===== config.mk =====
export PLATFORM = sky130hd
export DESIGN_NAME = rgb_to_color_code
export DESIGN_NICKNAME = d
export VERILOG_FILES = /design/src/rtl/rgb_to_color_code.sv
export SDC_FILE = /design/constraint.sdc
export NUM_CORES = 1
export LEC_CHECK = 0
export CORE_MARGIN = 2
export CORE_UTILIZATION = 50
export CTS_CLUSTER_SIZE = 30
export DETAILED_ROUTE_END_ITERATION = 10
export PLACE_DENSITY = 0.69
export RECOVER_POWER = 100
export SYNTH_ARGS = -nofsm -noshare
export SYNTH_HDL_FRONTEND = slang
export SYNTH_SLANG_ARGS = --single-unit

===== constraint.sdc =====
create_clock -name clk -period 5.1 [get_ports clk]
set_clock_uncertainty 0.15 [all_clocks]
set_input_delay 1.02 -clock clk [delete_from_list [all_inputs] [get_ports clk]]
set_output_delay 1.02 -clock clk [all_outputs]
set_load 0.01 [all_outputs]

===== src/rtl/rgb_to_color_code.sv =====
// rgb_to_color_code: sequential nearest-palette search mapping an RGB332 pixel to its 3-bit background code.
// Optional COLOR_EXACT_EARLY_EN stops the scan on the first exact (zero-distance) palette match.
module rgb_to_color_code #(
    parameter int G_SHIFT = 0
) (
    input  logic       clk,
    input  logic       resetN,
    input  logic [7:0] RGBin,
    input  logic       in_valid,
    output logic       in_ready,
    output logic [2:0] colorCode,
    output logic [5:0] distance,
    output logic       out_valid,
    input  logic       out_ready
);
    typedef enum logic [1:0] {IDLE, SEARCH, DONE} state_t;

    localparam logic [7:0] PALETTE [8] = '{8'hCC, 8'h59, 8'hDA, 8'h5B, 8'h4D, 8'h78, 8'hD8, 8'hEE};

    state_t     state_q, state_d;
    logic       in_ready_q, in_ready_d;
    logic [7:0] pix_q, pix_d;
    logic [2:0] idx_q, idx_d;
    logic [5:0] best_d_q, best_d_d;
    logic [2:0] best_code_q, best_code_d;
    logic [2:0] code_q, code_d;
    logic [5:0] dist_q, dist_d;

    logic [7:0] pal;
    logic [2:0] dr, dg;
    logic [1:0] db;
    logic [5:0] d_cur, nb_d;
    logic [2:0] nb_code;
    logic       better, last;

    assign pal     = PALETTE[idx_q];
    assign dr      = (pix_q[7:5] > pal[7:5]) ? pix_q[7:5] - pal[7:5] : pal[7:5] - pix_q[7:5];
    assign dg      = (pix_q[4:2] > pal[4:2]) ? pix_q[4:2] - pal[4:2] : pal[4:2] - pix_q[4:2];
    assign db      = (pix_q[1:0] > pal[1:0]) ? pix_q[1:0] - pal[1:0] : pal[1:0] - pix_q[1:0];
    assign d_cur   = {3'b000, dr} + ({3'b000, dg} << G_SHIFT) + {4'b0000, db};
    // strict compare keeps the lowest code on ties
    assign better  = d_cur < best_d_q;
    assign nb_d    = better ? d_cur : best_d_q;
    assign nb_code = better ? idx_q : best_code_q;
`ifdef COLOR_EXACT_EARLY_EN
    assign last    = (idx_q == 3'd7) || (d_cur == 6'd0);
`else
    assign last    = (idx_q == 3'd7);
`endif

    always_comb begin
        state_d     = state_q;
        pix_d       = pix_q;
        idx_d       = idx_q;
        best_d_d    = best_d_q;
        best_code_d = best_code_q;
        code_d      = code_q;
        dist_d      = dist_q;
        case (state_q)
            IDLE: if (in_valid && in_ready_q) begin
                pix_d       = RGBin;
                idx_d       = 3'd0;
                best_d_d    = 6'd63;
                best_code_d = 3'd0;
                state_d     = SEARCH;
            end
            SEARCH: begin
                best_d_d    = nb_d;
                best_code_d = nb_code;
                idx_d       = idx_q + 3'd1;
                if (last) begin
                    state_d = DONE;
                    code_d  = nb_code;
                    dist_d  = nb_d;
                end
            end
            DONE: state_d = out_ready ? IDLE : DONE;
            default: state_d = IDLE;
        endcase
        in_ready_d = (state_d == IDLE);
    end

    always_ff @(posedge clk or negedge resetN) begin
        if (!resetN) begin
            state_q     <= IDLE;
            in_ready_q  <= 1'b0;
            pix_q       <= 8'h00;
            idx_q       <= 3'd0;
            best_d_q    <= 6'd63;
            best_code_q <= 3'd0;
            code_q      <= 3'd0;
            dist_q      <= 6'd0;
        end else begin
            state_q     <= state_d;
            in_ready_q  <= in_ready_d;
            pix_q       <= pix_d;
            idx_q       <= idx_d;
            best_d_q    <= best_d_d;
            best_code_q <= best_code_d;
            code_q      <= code_d;
            dist_q      <= dist_d;
        end
    end

    assign in_ready  = in_ready_q;
    assign out_valid = (state_q == DONE);
    assign colorCode = code_q;
    assign distance  = dist_q;
endmodule


# --- Word-level counts from Yosys, hierarchy flattened ---
# Memory sizes are Yosys's and may differ from the RTL's.
# Index checks and enable logic that the tools add are counted.
# Widths: inputs -> output; s select.
word_totals:
  inputBits: 12
  romBits: 64
  elab_cells: 51
  n_memories: 1
  ff_bits: 32
mem_list:
  columns: ["name", "words", "word_bits", "rd", "rd_ports_with_merged_regs", "wr", "line", "rtl"]
  rows:
  - ["(name not given)", 8, 8, 1, 0, 0, "36", "assign pal = PALETTE[idx_q];"]
classes:
  eq_ne: 4
  bitwise: 1
  n_reduce_logical: 7
  addsub: 9
  n_mux: 16
  magnitude_cmp: 5
ops:
  columns: ["op", "count"]
  rows:
  - ["$mux 8", 2]
  - ["$mux 3", 4]
  - ["$mux 6", 2]
  - ["$pmux 3 s2", 2]
  - ["$pmux 6 s2", 1]
  - ["$sub 3x3->3", 4]
  - ["$mux 2", 4]
  - ["$gt 3x3->1", 2]
  - ["$lt 5x6->1", 1]
  - ["$pmux 2 s3", 1]
  - ["$reduce_and 2->1", 3]
  - ["$add 4x2->5", 1]
  - ["$add 3x3->4", 1]
  - ["$ge 4x4->1 const B", 1]
  - ["$logic_not 2->1", 2]
  - ["$not 3->4", 1]
  - ["$sub 2x2->2", 2]
  - ["$add 3x1->3 const B", 1]
  - ["$eq 3x3->1 const B", 1]
  - ["$eq 2x1->1 const B", 1]
  - ["$eq 2x2->1 const B", 1]
  - ["$gt 2x2->1", 1]
  - ["$ne 2x2->1 const B", 1]
  - ["$reduce_bool 2->1", 1]
  - ["$logic_and 1x1->1", 1]

# --- Logic depth before layout (Yosys ltp) ---
# Gate-level depths: netlist of the first run.
depth:
  ltp_word: 11
  mapped_depth: 22

# --- Worst setup path after synthesis of the first run ---
# No wires, ideal clock.
synth_path:
  path_kind: "register to register"
  startpoint: "register idx_q[0]"
  endpoint: "register best_d_q[0]"
  required_time_ns: 4.866
  path_slack_ns: 0.572
  period_less_slack_ns: 4.528
  setup_ns: 0.084
  arrival_time_ns: 4.294
  path_stages_with_launch: 21
  path_cell_list: "dfrtp_1 inv_1 ha_1 nand2_1 o21a_1 ha_1 and3b_1 o21ai_0 nand2_1 o21ai_0 fa_1 inv_1 ha_1 inv_1 fa_1 xnor2_1 ha_1 a211oi_1 o21a_1 nor2_1 o32a_2"
synth_via:
  elab_chain_cells: 11
  word_cells_on_any_way: 21
  classes_between: "8 x add/sub; 4 x order compare; 7 x mux; 1 x bitwise; 1 x memory"
synth_lines:
  columns: ["item", "line", "rtl"]
  rows:
  - ["start, declared", "23", "logic [2:0] idx_q, idx_d;"]
  - ["start signal, assigned", "97", "idx_q <= idx_d;"]
  - ["$not 3->4 (implied by the code) (*)", "36", null]
  - ["$mem_v2 8x8 (*)", null, null]
  - ["$mux 8 (implied by the code) (*) (2 in series)", "36", null]
  - ["$sub 3x3->3, or another cell as far along", "37", "assign dr = (pix_q[7:5] > pal[7:5]) ? pix_q[7:5] - pal[7:5] : pal[7:5] - pix_q[7:5];"]
  - ["$mux 3 (on tied branches)", "37, 38", null]
  - ["$add 3x3->4", "40", "assign d_cur = {3'b000, dr} + ({3'b000, dg} << G_SHIFT) + {4'b0000, db};"]
  - ["$add 4x2->5 (*)", "40", null]
  - ["$lt 5x6->1", "42", "assign better = d_cur < best_d_q;"]
  - ["$mux 6 (*)", "43", "assign nb_d = better ? d_cur : best_d_q;"]
  - ["$pmux 6 s2 (*)", "59", "case (state_q)"]
  - ["end signal, assigned", "98", "best_d_q <= best_d_d;"]
  - ["end, declared", "24", "logic [5:0] best_d_q, best_d_d;"]
# Mark *: on every way between the ends. The rest lies on a longest branch, timed or not. The select of a mux whose other input is x is not followed.
# A chain may end at the register's enable or synchronous reset.

# --- Final worst setup path of the first run ---
layout_path:
  startpoint: "register idx_q[1]"
  endpoint: "register best_code_q[0]"
layout_via:
  elab_chain_cells: 11
  word_cells_on_any_way: 21
  classes_between: "8 x add/sub; 4 x order compare; 7 x mux; 1 x bitwise; 1 x memory"
layout_lines:
  columns: ["item", "line", "rtl"]
  rows:
  - ["$not 3->4 (implied by the code) (*)", "36", null]
  - ["$mem_v2 8x8 (*)", null, null]
  - ["$mux 8 (implied by the code) (*) (2 in series)", "36", null]
  - ["$sub 3x3->3, or another cell as far along", "37", null]
  - ["$mux 3 (on tied branches)", "37, 38", null]
  - ["$add 3x3->4", "40", null]
  - ["$add 4x2->5 (*)", "40", null]
  - ["$lt 5x6->1 (*)", "42", null]
  - ["$mux 3 (*)", "44", "assign nb_code = better ? idx_q : best_code_q;"]
  - ["$pmux 3 s2 (*)", "59", null]
  - ["end signal, assigned", "99", "best_code_q <= best_code_d;"]
  - ["end, declared", "25", "logic [2:0] best_code_q, best_code_d;"]
# Marks and branches as above.

==> results.md, run 1 <==
- Result of the run: finished with violations
- Violated checks: max-capacitance violations, max-slew violations
- Non-Filler Instances: 289
- DRT Pass-1 Iters: 4
- Number of hold violations in the final report: 0
- Die Area: 4656 um^2
- Number of max-slew violations in the final report: 33
- Post-synthesis compound-gate area fraction: 0.1880
- Commonest cells after routing, fill and taps aside: 28 x sky130_fd_sc_hd__inv_1, 25 x sky130_fd_sc_hd__dfrtp_1, 23 x sky130_fd_sc_hd__ha_1, 18 x sky130_fd_sc_hd__o21ai_0, 16 x sky130_fd_sc_hd__nand2_1
- Worst-margin pin slew: 1.751 ns
- Die X-Extent: 68.24 um
- Unrepaired setup endpoints after global routing: false
- Root buffer cell: sky130_fd_sc_hd__clkbuf_8
- Detail-routed net length per standard cell: 14.27 um
- Crit path arrival time: 4.85 ns
- Ys async rst share: 1.000
- Instance count along the most critical hold path: 1
- Number of synthesized register bits: 32
- XOR/XNOR share of the synthesized area: 0.01273
- Maximum clock rate: 207.4 MHz
- Number of global-route vias before repair: 1,586
- Worst endpoint required time: 5.13 ns
- Length in cells of the worst reg-to-reg path: 21
- Largest net degree at the start of global routing: 33
- Starting DRC count in detailed routing: 114
- Commonest non-fill, non-tap cell in the layout: sky130_fd_sc_hd__inv_1
- Aggregate global-route resource usage: 0.2163
- Residual DRC count: 0
- Number of antenna violations at the first check in global routing: 0
- CTS buffer count: 5
- Layout cells sized above 1: 0.1632
- Total instance count after detailed placement: 279
- Worst slew margin relative to its limit: -0.1674
- Startpoint of the worst hold path: distance[5]$_DFFE_PN0P_
- Count of max-cap constraint violations: 1
- Crit path from: idx_q[1]$_DFFE_PN0P_
- TNS Setup: 0 ns
- Detailed-route wire length: 4123 um
- First-pass GRT wire length: 7293 um
- Placer congestion estimate: 0.9032
- Critical path launch point type: register
- Count of warnings emitted by yosys: 0
- Sequential fraction of the synthesis area: 0.3918
- Number of rows in the core area: 23
- H-Tree Level Count: 2
- Clk sinks: 32
- Via density: 5.457
- Post-detailed-route count of antenna-violating nets: 0
- Synthesized-area fraction occupied by adder cells: 0.1844
- CTS clk-pin slew, worst paths: 0.07 ns
- Ys flop type: sky130_fd_sc_hd__dfrtp_1
- Number of vias after detailed routing: 1,577
- Minimum clock period after layout: 4.822 ns
- Post-synth net total: 249
- Post-synth EDFFs: 0
- Post-synthesis mux area share: 0.04184
- TritonCTS clock tree: yes
- Gate count of the mapped netlist: 209
- Insertion delay to the later sink of the worst-skew pair: 0.29 ns
- Crit Path Max Fanout: 11
- Dominant combinational cell family by area after synthesis: compound AO/OA/AOI/OAI gates
- Half-perimeter wire length after placement: 3059 um
- Sum of overflow across all layers after global routing: 0
- Synthesized-area fraction occupied by and/or/nand/nor cells: 0.1086
- Netlist area before placement: 2063 um^2
- Worst hold slack: 0.3407 ns
- Worst hold path type: register to register
- Post-layout nets: 278
- Worst setup path category: register to register
- Final critical-path share of the clock period: 0.9455
- Number of port buffers: 22
- Chip Height: 68.24 um
- Antenna diodes: 0
- Average instance area after synthesis: 9.872 um^2
- Clock Tree Buf Depth: 2
- Effective utilization at floorplan: 0.5195
- Core outline area: 3971 um^2
- Reg2reg start: idx_q[1]$_DFFE_PN0P_
- Area growth, synth to finish: 20.19%
- Count of unique library cells instantiated by Yosys: 38
- Count of boundary I/O pins: 23
- Sort of element at the end of the critical path: register
- Final setup viols: 0
==> routing by layer <==
| layer | track usage | wire length [um] |
|---|---|---|
| met1 | 0.2862 | 2020 |
| met5 | 0 | 0 |
| met2 | 0.3265 | 1820 |
| met3 | 0.04934 | 175 |
| met4 | 0.1200 | 106 |
==> synth_stat cells, types with 2 or more instances <==
library cell / number / area, um^2
sky130_fd_sc_hd__a31oi_1: 8 / 50.05
sky130_fd_sc_hd__nand2_1: 15 / 56.30
sky130_fd_sc_hd__inv_1: 28 / 105.1
sky130_fd_sc_hd__nand3_1: 3 / 15.01
sky130_fd_sc_hd__a21oi_1: 10 / 50.05
sky130_fd_sc_hd__mux2_2: 5 / 56.30
sky130_fd_sc_hd__buf_4: 3 / 22.52
sky130_fd_sc_hd__nor2_1: 14 / 52.55
sky130_fd_sc_hd__and2_1: 2 / 12.51
sky130_fd_sc_hd__o31ai_1: 2 / 15.01
sky130_fd_sc_hd__mux2i_1: 3 / 30.03
sky130_fd_sc_hd__dfrtp_1: 26 / 650.6
sky130_fd_sc_hd__clkbuf_1: 2 / 7.510
sky130_fd_sc_hd__fa_1: 4 / 80.08
sky130_fd_sc_hd__nand2b_1: 2 / 12.51
sky130_fd_sc_hd__dfstp_2: 6 / 157.7
sky130_fd_sc_hd__xnor2_1: 3 / 26.28
sky130_fd_sc_hd__o32a_2: 4 / 45.04
sky130_fd_sc_hd__o21ai_0: 19 / 95.09
sky130_fd_sc_hd__ha_1: 24 / 300.3
sky130_fd_sc_hd__and3b_1: 2 / 17.52
sky130_fd_sc_hd__o21a_1: 4 / 30.03
sky130_fd_sc_hd__buf_2: 3 / 15.01
sky130_fd_sc_hd__a32o_1: 3 / 30.03
==> layout make-up <==
type / count / area [um^2]
inverters: 28 / 105.1
flip-flops and latches: 32 / 809.5
well taps: 50 / 62.56
multi-input cells: 141 / 1115
fillers: 344 / 1491
clock inverters: 3 / 42.54
clock buffers: 5 / 68.82
repair buffers: 30 / 276.5
==> critical path, stage by stage (launching register included) <==
cell                       delay [ns]
sky130_fd_sc_hd__dfrtp_2         0.43
sky130_fd_sc_hd__inv_1           0.10
sky130_fd_sc_hd__ha_2            0.19
sky130_fd_sc_hd__nand2_1         0.05
sky130_fd_sc_hd__nand2_1         0.08
sky130_fd_sc_hd__ha_1            0.14
sky130_fd_sc_hd__inv_1           0.05
sky130_fd_sc_hd__fa_2            0.53
sky130_fd_sc_hd__inv_1           0.05
sky130_fd_sc_hd__o221a_2         0.30
sky130_fd_sc_hd__fa_1            0.43
sky130_fd_sc_hd__inv_1           0.07
sky130_fd_sc_hd__ha_1            0.17
sky130_fd_sc_hd__inv_1           0.06
sky130_fd_sc_hd__fa_2            0.35
sky130_fd_sc_hd__xnor2_2         0.16
sky130_fd_sc_hd__ha_1            0.33
sky130_fd_sc_hd__a211oi_2        0.27
sky130_fd_sc_hd__o21ai_0         0.12
sky130_fd_sc_hd__buf_4           0.19
sky130_fd_sc_hd__a31o_1          0.26
sky130_fd_sc_hd__a32o_1          0.21
==> path summary, 6_finish.rpt <==
check | endpoint | slack, ns
worst max-delay path | best_code_q[0]$_DFFE_PN0P_ | 0.28
worst min-delay path | distance[5]$_DFFE_PN0P_ | 0.34
worst max register to register | best_code_q[0]$_DFFE_PN0P_ | 0.28
worst min register to register | distance[5]$_DFFE_PN0P_ | 0.34
max in group asynchronous | idx_q[1]$_DFFE_PN0P_ | 2.08
min in group asynchronous | pix_q[5]$_DFFE_PN0P_ | 1.58
==> registers in the layout, indices dropped and copies added, names as in the netlist <==
name and count:
state_q 2, best_code_q 3, distance 6, idx_q 3, best_d_q 6, pix_q 8, colorCode 3, in_ready 1
==> logic make-up after synthesis <==
group	after synthesis
buf+inv	36
mux	8
simple gates	45
flops	32
fa+ha+maj	28
compound gates	57
xor+xnor	3
==> through the flow <==
step	area (um^2)	utilization	setup WS, ns
final	2480	0.6244	0.2782
after global routing	2480	0.6244	0.01231
after CTS	2457	0.6188	0.1047
after detailed placement	2346	0.5907	0.1225
after global placement	2346	0.5907	0.3246
after floorplan	2063	-	0.5721
==> what timing repair did <==
item	4_1_cts	5_1_grt
setup endpoints to repair	0	16
gates resized for setup	0	7
buffers inserted	0	2
hold buffers	0	0
Power of run 1 is left out: the tool's default activity adds up to more than one toggle a clock period on the data nets, which glitch-free logic cannot reach.
==> run 2, diff against run 1 <==
Settings changed: ABC_CLOCK_PERIOD_IN_PS set to 5100, CORE_UTILIZATION 50 to 36, PLACE_DENSITY 0.69 to 0.52, SKIP_LAST_GASP set to 1.
==> results.md, run 2 (synthesized netlist as in run 1, its figures left out) <==
- Result of the run: finished with violations (unchanged)
- Violated checks: max-capacitance violations, max-slew violations (unchanged)
- Worst setup path category: register to register (unchanged)
- Met3 global-route usage: 0.03959 (was 0.04934)
- Final critical-path share of the clock period: 0.9335 (was 0.9455)
- Effective utilization at floorplan: 0.3747 (was 0.5195)
- Most used routing layer in global routing: met2 (unchanged)
- Worst endpoint required time: 5.13 ns (about the same)
- Chip Height: 79.71 um (was 68.24 um)
- Detail-routed net length per standard cell: 14.31 um (was 14.27 um)
- Worst slew margin relative to its limit: -0.2146 (was -0.1674)
- Area growth, synth to finish: 21.35% (was 20.19%)
- Number of port buffers: 22 (unchanged)
- Root buffer cell: sky130_fd_sc_hd__clkbuf_8 (unchanged)
- Number of buffers inserted by hold repair at cts: 0 (unchanged)
- Met2 routing resource usage after global routing: 0.2647 (was 0.3265)
- Die Area: 6353 um^2 (was 4656 um^2)
- Die X-Extent: 79.71 um (was 68.24 um)
- CTS buffer count: 5 (unchanged)
- Final setup viols: 0 (unchanged)
- Layout cells sized above 1: 0.1477 (was 0.1632)
- Clk sinks: 32 (unchanged)
- Number of max-slew violations in the final report: 33 (unchanged)
- Aggregate global-route resource usage: 0.1620 (was 0.2163)
- Placement Cell Area: 2374 um^2 (was 2346 um^2)
- CTS clk-pin slew, worst paths: 0.07 ns (about the same)
- Final std cell area, no fill: 2504 um^2 (was 2480 um^2)
- Sort of element at the end of the critical path: register (unchanged)
- Number of vias after detailed routing: 1,571 (was 1,577)
- Met1 demand-to-capacity share in global routing: 0.1996 (was 0.2862)
- DRT Pass-1 Iters: 4 (unchanged)
- Critical path launch point type: register (unchanged)
- Core Util, Final: 0.4547 (was 0.6244)
- Clock Tree Buf Depth: 2 (unchanged)
- Number of flip-flops in the largest register: 8 (unchanged)
- Crit Path Max Fanout: 11 (unchanged)
- Starting DRC count in detailed routing: 75 (was 114)
- Post-layout nets: 276 (was 278)
- Detailed-route wire length: 4422 um (was 4123 um)
- Via density: 5.084 (was 5.457)
- Number of global-route vias before repair: 1,586 (unchanged)
- H-Tree Level Count: 2 (unchanged)
- Filler instances: 525 (was 344)
- Placer congestion estimate: 0.8591 (was 0.9032)
- Insertion delay to the later sink of the worst-skew pair: 0.29 ns (about the same)
- Worst-margin pin slew: 1.822 ns (was 1.751 ns)
- Number of antenna violations at the first check in global routing: 0 (unchanged)
- Sum of overflow across all layers after global routing: 0 (unchanged)
- Worst hold path type: register to register (unchanged)
- Half-perimeter wire length after placement: 3266 um (was 3059 um)
- Commonest non-fill, non-tap cell in the layout: sky130_fd_sc_hd__inv_1 (unchanged)
- Count of max-cap constraint violations: 1 (unchanged)
- First-pass GRT wire length: 7790 um (was 7293 um)
- TritonCTS clock tree: yes (unchanged)
- Count of boundary I/O pins: 23 (unchanged)
- Antenna diodes: 0 (unchanged)
- Register bank with the most flops: pix_q (unchanged)
- Minimum clock period after layout: 4.761 ns (was 4.822 ns)
- Maximum clock rate: 210.0 MHz (was 207.4 MHz)
- Largest net degree at the start of global routing: 33 (unchanged)
- Number of hold violations in the final report: 0 (unchanged)
- Crit path arrival time: 4.79 ns (was 4.85 ns)
- Residual DRC count: 0 (unchanged)
- Number of rows in the core area: 27 (was 23)
- Post-detailed-route count of antenna-violating nets: 0 (unchanged)
- Core outline area: 5507 um^2 (was 3971 um^2)
- Commonest cells after routing, fill and taps aside: 28 x sky130_fd_sc_hd__inv_1, 25 x sky130_fd_sc_hd__dfrtp_1, 24 x sky130_fd_sc_hd__ha_1, 17 x sky130_fd_sc_hd__o21ai_0, 16 x sky130_fd_sc_hd__nand2_1 (was 28 x sky130_fd_sc_hd__inv_1, 25 x sky130_fd_sc_hd__dfrtp_1, 23 x sky130_fd_sc_hd__ha_1, 18 x sky130_fd_sc_hd__o21ai_0, 16 x sky130_fd_sc_hd__nand2_1)
[run 2: final timing paths]
| path | start | end | slack, ns | depth (start not counted) |
|---|---|---|---|---|
| max | idx_q[1]$_DFFE_PN0P_ | best_code_q[0]$_DFFE_PN0P_ | 0.34 | 21 |
| min | distance[5]$_DFFE_PN0P_ | distance[5]$_DFFE_PN0P_ | 0.33 | 1 |
| max reg2reg | idx_q[1]$_DFFE_PN0P_ | best_code_q[0]$_DFFE_PN0P_ | 0.34 | 21 |
| min reg2reg | distance[5]$_DFFE_PN0P_ | distance[5]$_DFFE_PN0P_ | 0.33 | 1 |
| max in group asynchronous | resetN | idx_q[1]$_DFFE_PN0P_ | 2.01 | 2 |
| min in group asynchronous | resetN | in_ready$_DFF_PN0_ | 1.61 | 2 |
[run 2: area by class of cell]
type                       instances  area (um^2)  area share
sequential                        32        809.5      0.3233
clock inverter                     1        30.03     0.01199
inverter                          28        105.1     0.04198
timing repair buffer              28        261.5      0.1044
clock buffer                       7        96.34     0.03848
tap                               72        90.09     0.03598
multi-input combinational        141         1111      0.4438
[run 2: layer usage]
metal	wire [um]	share of wire	vias up
li1	-	-	777
met1	2090	0.47	754
met2	2056	0.46	29
met3	161	0.036	11
met4	113	0.026	0
met5	0	0	-
[run 2: worst max-delay path, stage by stage (launching register included)]
cell	delay (ns)
sky130_fd_sc_hd__dfrtp_2	0.44
sky130_fd_sc_hd__inv_1	0.10
sky130_fd_sc_hd__ha_1	0.18
sky130_fd_sc_hd__nand2_1	0.06
sky130_fd_sc_hd__nand2_1	0.09
sky130_fd_sc_hd__ha_1	0.14
sky130_fd_sc_hd__inv_1	0.04
sky130_fd_sc_hd__fa_1	0.50
sky130_fd_sc_hd__a21oi_1	0.08
sky130_fd_sc_hd__o221a_2	0.27
sky130_fd_sc_hd__fa_1	0.43
sky130_fd_sc_hd__inv_1	0.07
sky130_fd_sc_hd__ha_1	0.16
sky130_fd_sc_hd__inv_1	0.05
sky130_fd_sc_hd__fa_1	0.40
sky130_fd_sc_hd__xnor2_2	0.17
sky130_fd_sc_hd__ha_1	0.31
sky130_fd_sc_hd__a211oi_2	0.22
sky130_fd_sc_hd__o21ai_0	0.12
sky130_fd_sc_hd__buf_4	0.19
sky130_fd_sc_hd__a31o_1	0.26
sky130_fd_sc_hd__a32o_1	0.21
[run 2: stage by stage]
step / worst slack, ns / cells / hold slack (ns) / TNS, ns
after global placement: 0.2663 / 301 / 0.3226 / 0
after detailed placement: 0.1842 / 301 / 0.3257 / 0
after floorplan: 0.5721 / 209 / 0.3151 / 0
after global routing: -0.007917 / 309 / 0.3730 / -0.01214
final: 0.3391 / 309 / 0.3294 / 0
after CTS: 0.1655 / 309 / 0.3430 / 0
[run 2: timing repair]
item,in CTS,in global routing
gates resized for setup,0,6
setup endpoints to repair,0,16
setup buffers,0,0
Power of run 2 is left out for the same reason.
==> run 3, diff against run 2 <==
Settings changed: GPL_TIMING_DRIVEN set to 0.
==> results.md, run 3 (synthesized netlist as in run 1, its figures left out) <==
- Worst-margin pin slew: 1.761 ns (was 1.822 ns)
- Worst endpoint required time: 5.18 ns (was 5.13 ns)
- Starting DRC count in detailed routing: 71 (was 75)
- Post-detailed-route count of antenna-violating nets: 0 (unchanged)
- Minimum clock period after layout: 4.808 ns (was 4.761 ns)
- Detailed-route wire length: 4323 um (was 4422 um)
- Worst slew margin relative to its limit: -0.1739 (was -0.2146)
- Largest net degree at the start of global routing: 33 (unchanged)
- Reg2reg start: idx_q[2]$_DFFE_PN0P_ (was idx_q[1]$_DFFE_PN0P_)
- Sort of element at the end of the critical path: register (unchanged)
- Number of global-route vias before repair: 1,463 (was 1,586)
- Clk sinks: 32 (unchanged)
- Count of max-cap constraint violations: 1 (unchanged)
- CTS clk-pin slew, worst paths: 0.07 ns (about the same)
- Crit path arrival time: 4.89 ns (was 4.79 ns)
- Number of antenna violations at the first check in global routing: 0 (unchanged)
- Number of vias after detailed routing: 1,547 (was 1,571)
- Layout cells sized above 1: 0.1464 (was 0.1477)
- TritonCTS clock tree: yes (unchanged)
- Antenna diodes: 0 (unchanged)
- Clock Tree Buf Depth: 2 (unchanged)
- Result of the run: finished with violations (unchanged)
- Half-perimeter wire length after placement: 3270 um (was 3266 um)
- Critical path launch point type: register (unchanged)
- Chip Height: 79.71 um (unchanged)
- Root buffer cell: sky130_fd_sc_hd__clkbuf_8 (unchanged)
- Crit path from: idx_q[2]$_DFFE_PN0P_ (was idx_q[1]$_DFFE_PN0P_)
- Effective utilization at floorplan: 0.3747 (unchanged)
- Startpoint of the worst hold path: distance[5]$_DFFE_PN0P_ (unchanged)
- Worst hold path type: register to register (unchanged)
- Number of buffers inserted by hold repair at cts: 0 (unchanged)
- Number of port buffers: 22 (unchanged)
- Placer congestion estimate: 0.7530 (was 0.8591)
- Final setup viols: 0 (unchanged)
- CTS buffer count: 5 (unchanged)
- Insertion delay to the later sink of the worst-skew pair: 0.28 ns (was 0.29 ns)
- DRT Pass-1 Iters: 4 (unchanged)
- TNS Setup: 0 ns (unchanged)
- Final std cell area, no fill: 2479 um^2 (was 2504 um^2)
- Core Util, Final: 0.4501 (was 0.4547)
- First-pass GRT wire length: 7307 um (was 7790 um)
- Area growth, synth to finish: 20.13% (was 21.35%)
- Violated checks: max-capacitance violations, max-slew violations (unchanged)
- Detail-routed net length per standard cell: 13.90 um (was 14.31 um)
- Die Area: 6353 um^2 (unchanged)
- Unrepaired setup endpoints after global routing: false
- Residual DRC count: 0 (unchanged)
- Register bank with the most flops: pix_q (unchanged)
- Sum of overflow across all layers after global routing: 0 (unchanged)
- Commonest cells after routing, fill and taps aside: 28 x sky130_fd_sc_hd__inv_1, 24 x sky130_fd_sc_hd__ha_1, 24 x sky130_fd_sc_hd__dfrtp_1, 18 x sky130_fd_sc_hd__o21ai_0, 16 x sky130_fd_sc_hd__nand2_1 (was 28 x sky130_fd_sc_hd__inv_1, 25 x sky130_fd_sc_hd__dfrtp_1, 24 x sky130_fd_sc_hd__ha_1, 17 x sky130_fd_sc_hd__o21ai_0, 16 x sky130_fd_sc_hd__nand2_1)
- Number of flip-flops in the largest register: 8 (unchanged)
- Count of boundary I/O pins: 23 (unchanged)
- Number of hold violations in the final report: 0 (unchanged)
- Post-layout nets: 278 (was 276)
- Die X-Extent: 79.71 um (unchanged)
- Via density: 4.974 (was 5.084)
- Commonest non-fill, non-tap cell in the layout: sky130_fd_sc_hd__inv_1 (unchanged)
- Number of max-slew violations in the final report: 33 (unchanged)
- Aggregate global-route resource usage: 0.1516 (was 0.1620)
- Final critical-path share of the clock period: 0.9427 (was 0.9335)
- Placement Cell Area: 2369 um^2 (was 2374 um^2)
- Crit Path Max Fanout: 10 (was 11)
- Worst setup path category: register to register (unchanged)
- Number of rows in the core area: 27 (unchanged)
- Maximum clock rate: 208.0 MHz (was 210.0 MHz)
- H-Tree Level Count: 2 (unchanged)
- Core outline area: 5507 um^2 (unchanged)
==> run 3: cell count changes in the layout (fill, tap and decap cells not counted), sizes merged <==
cell	change
clkbuf	+2
clkinv	+1
dlygate4sd3	-1
==> run 3: worst max-delay path, stage by stage (launching register included) <==
cell and delay (ns):
sky130_fd_sc_hd__dfrtp_1 0.55, sky130_fd_sc_hd__inv_1 0.11, sky130_fd_sc_hd__o21ai_0 0.23, sky130_fd_sc_hd__ha_1 0.32, sky130_fd_sc_hd__and3b_1 0.18, sky130_fd_sc_hd__o21ai_0 0.31, sky130_fd_sc_hd__o21ai_0 0.19, sky130_fd_sc_hd__fa_1 0.49
sky130_fd_sc_hd__inv_1 0.06, sky130_fd_sc_hd__ha_1 0.15, sky130_fd_sc_hd__inv_1 0.05, sky130_fd_sc_hd__fa_1 0.40, sky130_fd_sc_hd__xnor2_2 0.21, sky130_fd_sc_hd__ha_1 0.28, sky130_fd_sc_hd__a211oi_1 0.28, sky130_fd_sc_hd__o21ai_0 0.18
sky130_fd_sc_hd__buf_4 0.22, sky130_fd_sc_hd__a31oi_4 0.20, sky130_fd_sc_hd__o32a_2 0.17
==> run 3: path summary, 6_finish.rpt <==
path                                            to  slack (ns)  cells after the start
setup / recovery           best_d_q[1]$_DFFE_PN1P_        0.29                     18
hold / removal             distance[5]$_DFFE_PN0P_        0.33                      1
setup reg to reg           best_d_q[1]$_DFFE_PN1P_        0.29                     18
hold reg to reg            distance[5]$_DFFE_PN0P_        0.33                      1
max in group asynchronous     idx_q[1]$_DFFE_PN0P_        2.61                      1
min in group asynchronous       in_ready$_DFF_PN0_        1.05                      1
==> run 3: final cells by class <==
| cell class | count | area (um^2) |
|---|---|---|
| fillers | 548 | 3028 |
| well taps | 72 | 90.09 |
| clock buffers | 6 | 72.57 |
| inverters | 28 | 105.1 |
| plain buffers | 7 | 36.28 |
| flip-flops and latches | 32 | 810.8 |
| multi-input cells | 141 | 1107 |
| clock inverters | 2 | 35.03 |
| repair buffers | 23 | 221.5 |
==> run 3: timing repair <==
action | 4_1_cts | 5_1_grt
setup buffers | 0 | 1
resized for setup | 2 | 4
setup endpoints to repair | 11 | 16
hold endpoints to repair | 0 | 0
==> run 3: through the flow <==
step / std cells / setup slack, ns / hold slack, ns
after global routing: 311 / 0.0006186 / 0.3488
after detailed placement: 303 / -0.07928 / 0.3214
final: 311 / 0.2922 / 0.3305
after floorplan: 209 / 0.5721 / 0.3151
after CTS: 311 / 0.02267 / 0.3427
after global placement: 303 / -0.1080 / 0.3211
==> run 3: layer usage <==
layer,global-route usage,share of wire,vias up
met5,0,0,-
met4,0.06207,0.018,0
met3,0.03054,0.025,6
met2,0.2370,0.46,17
met1,0.2046,0.49,742
li1,-,-,782
Power of run 3 is left out for the same reason.
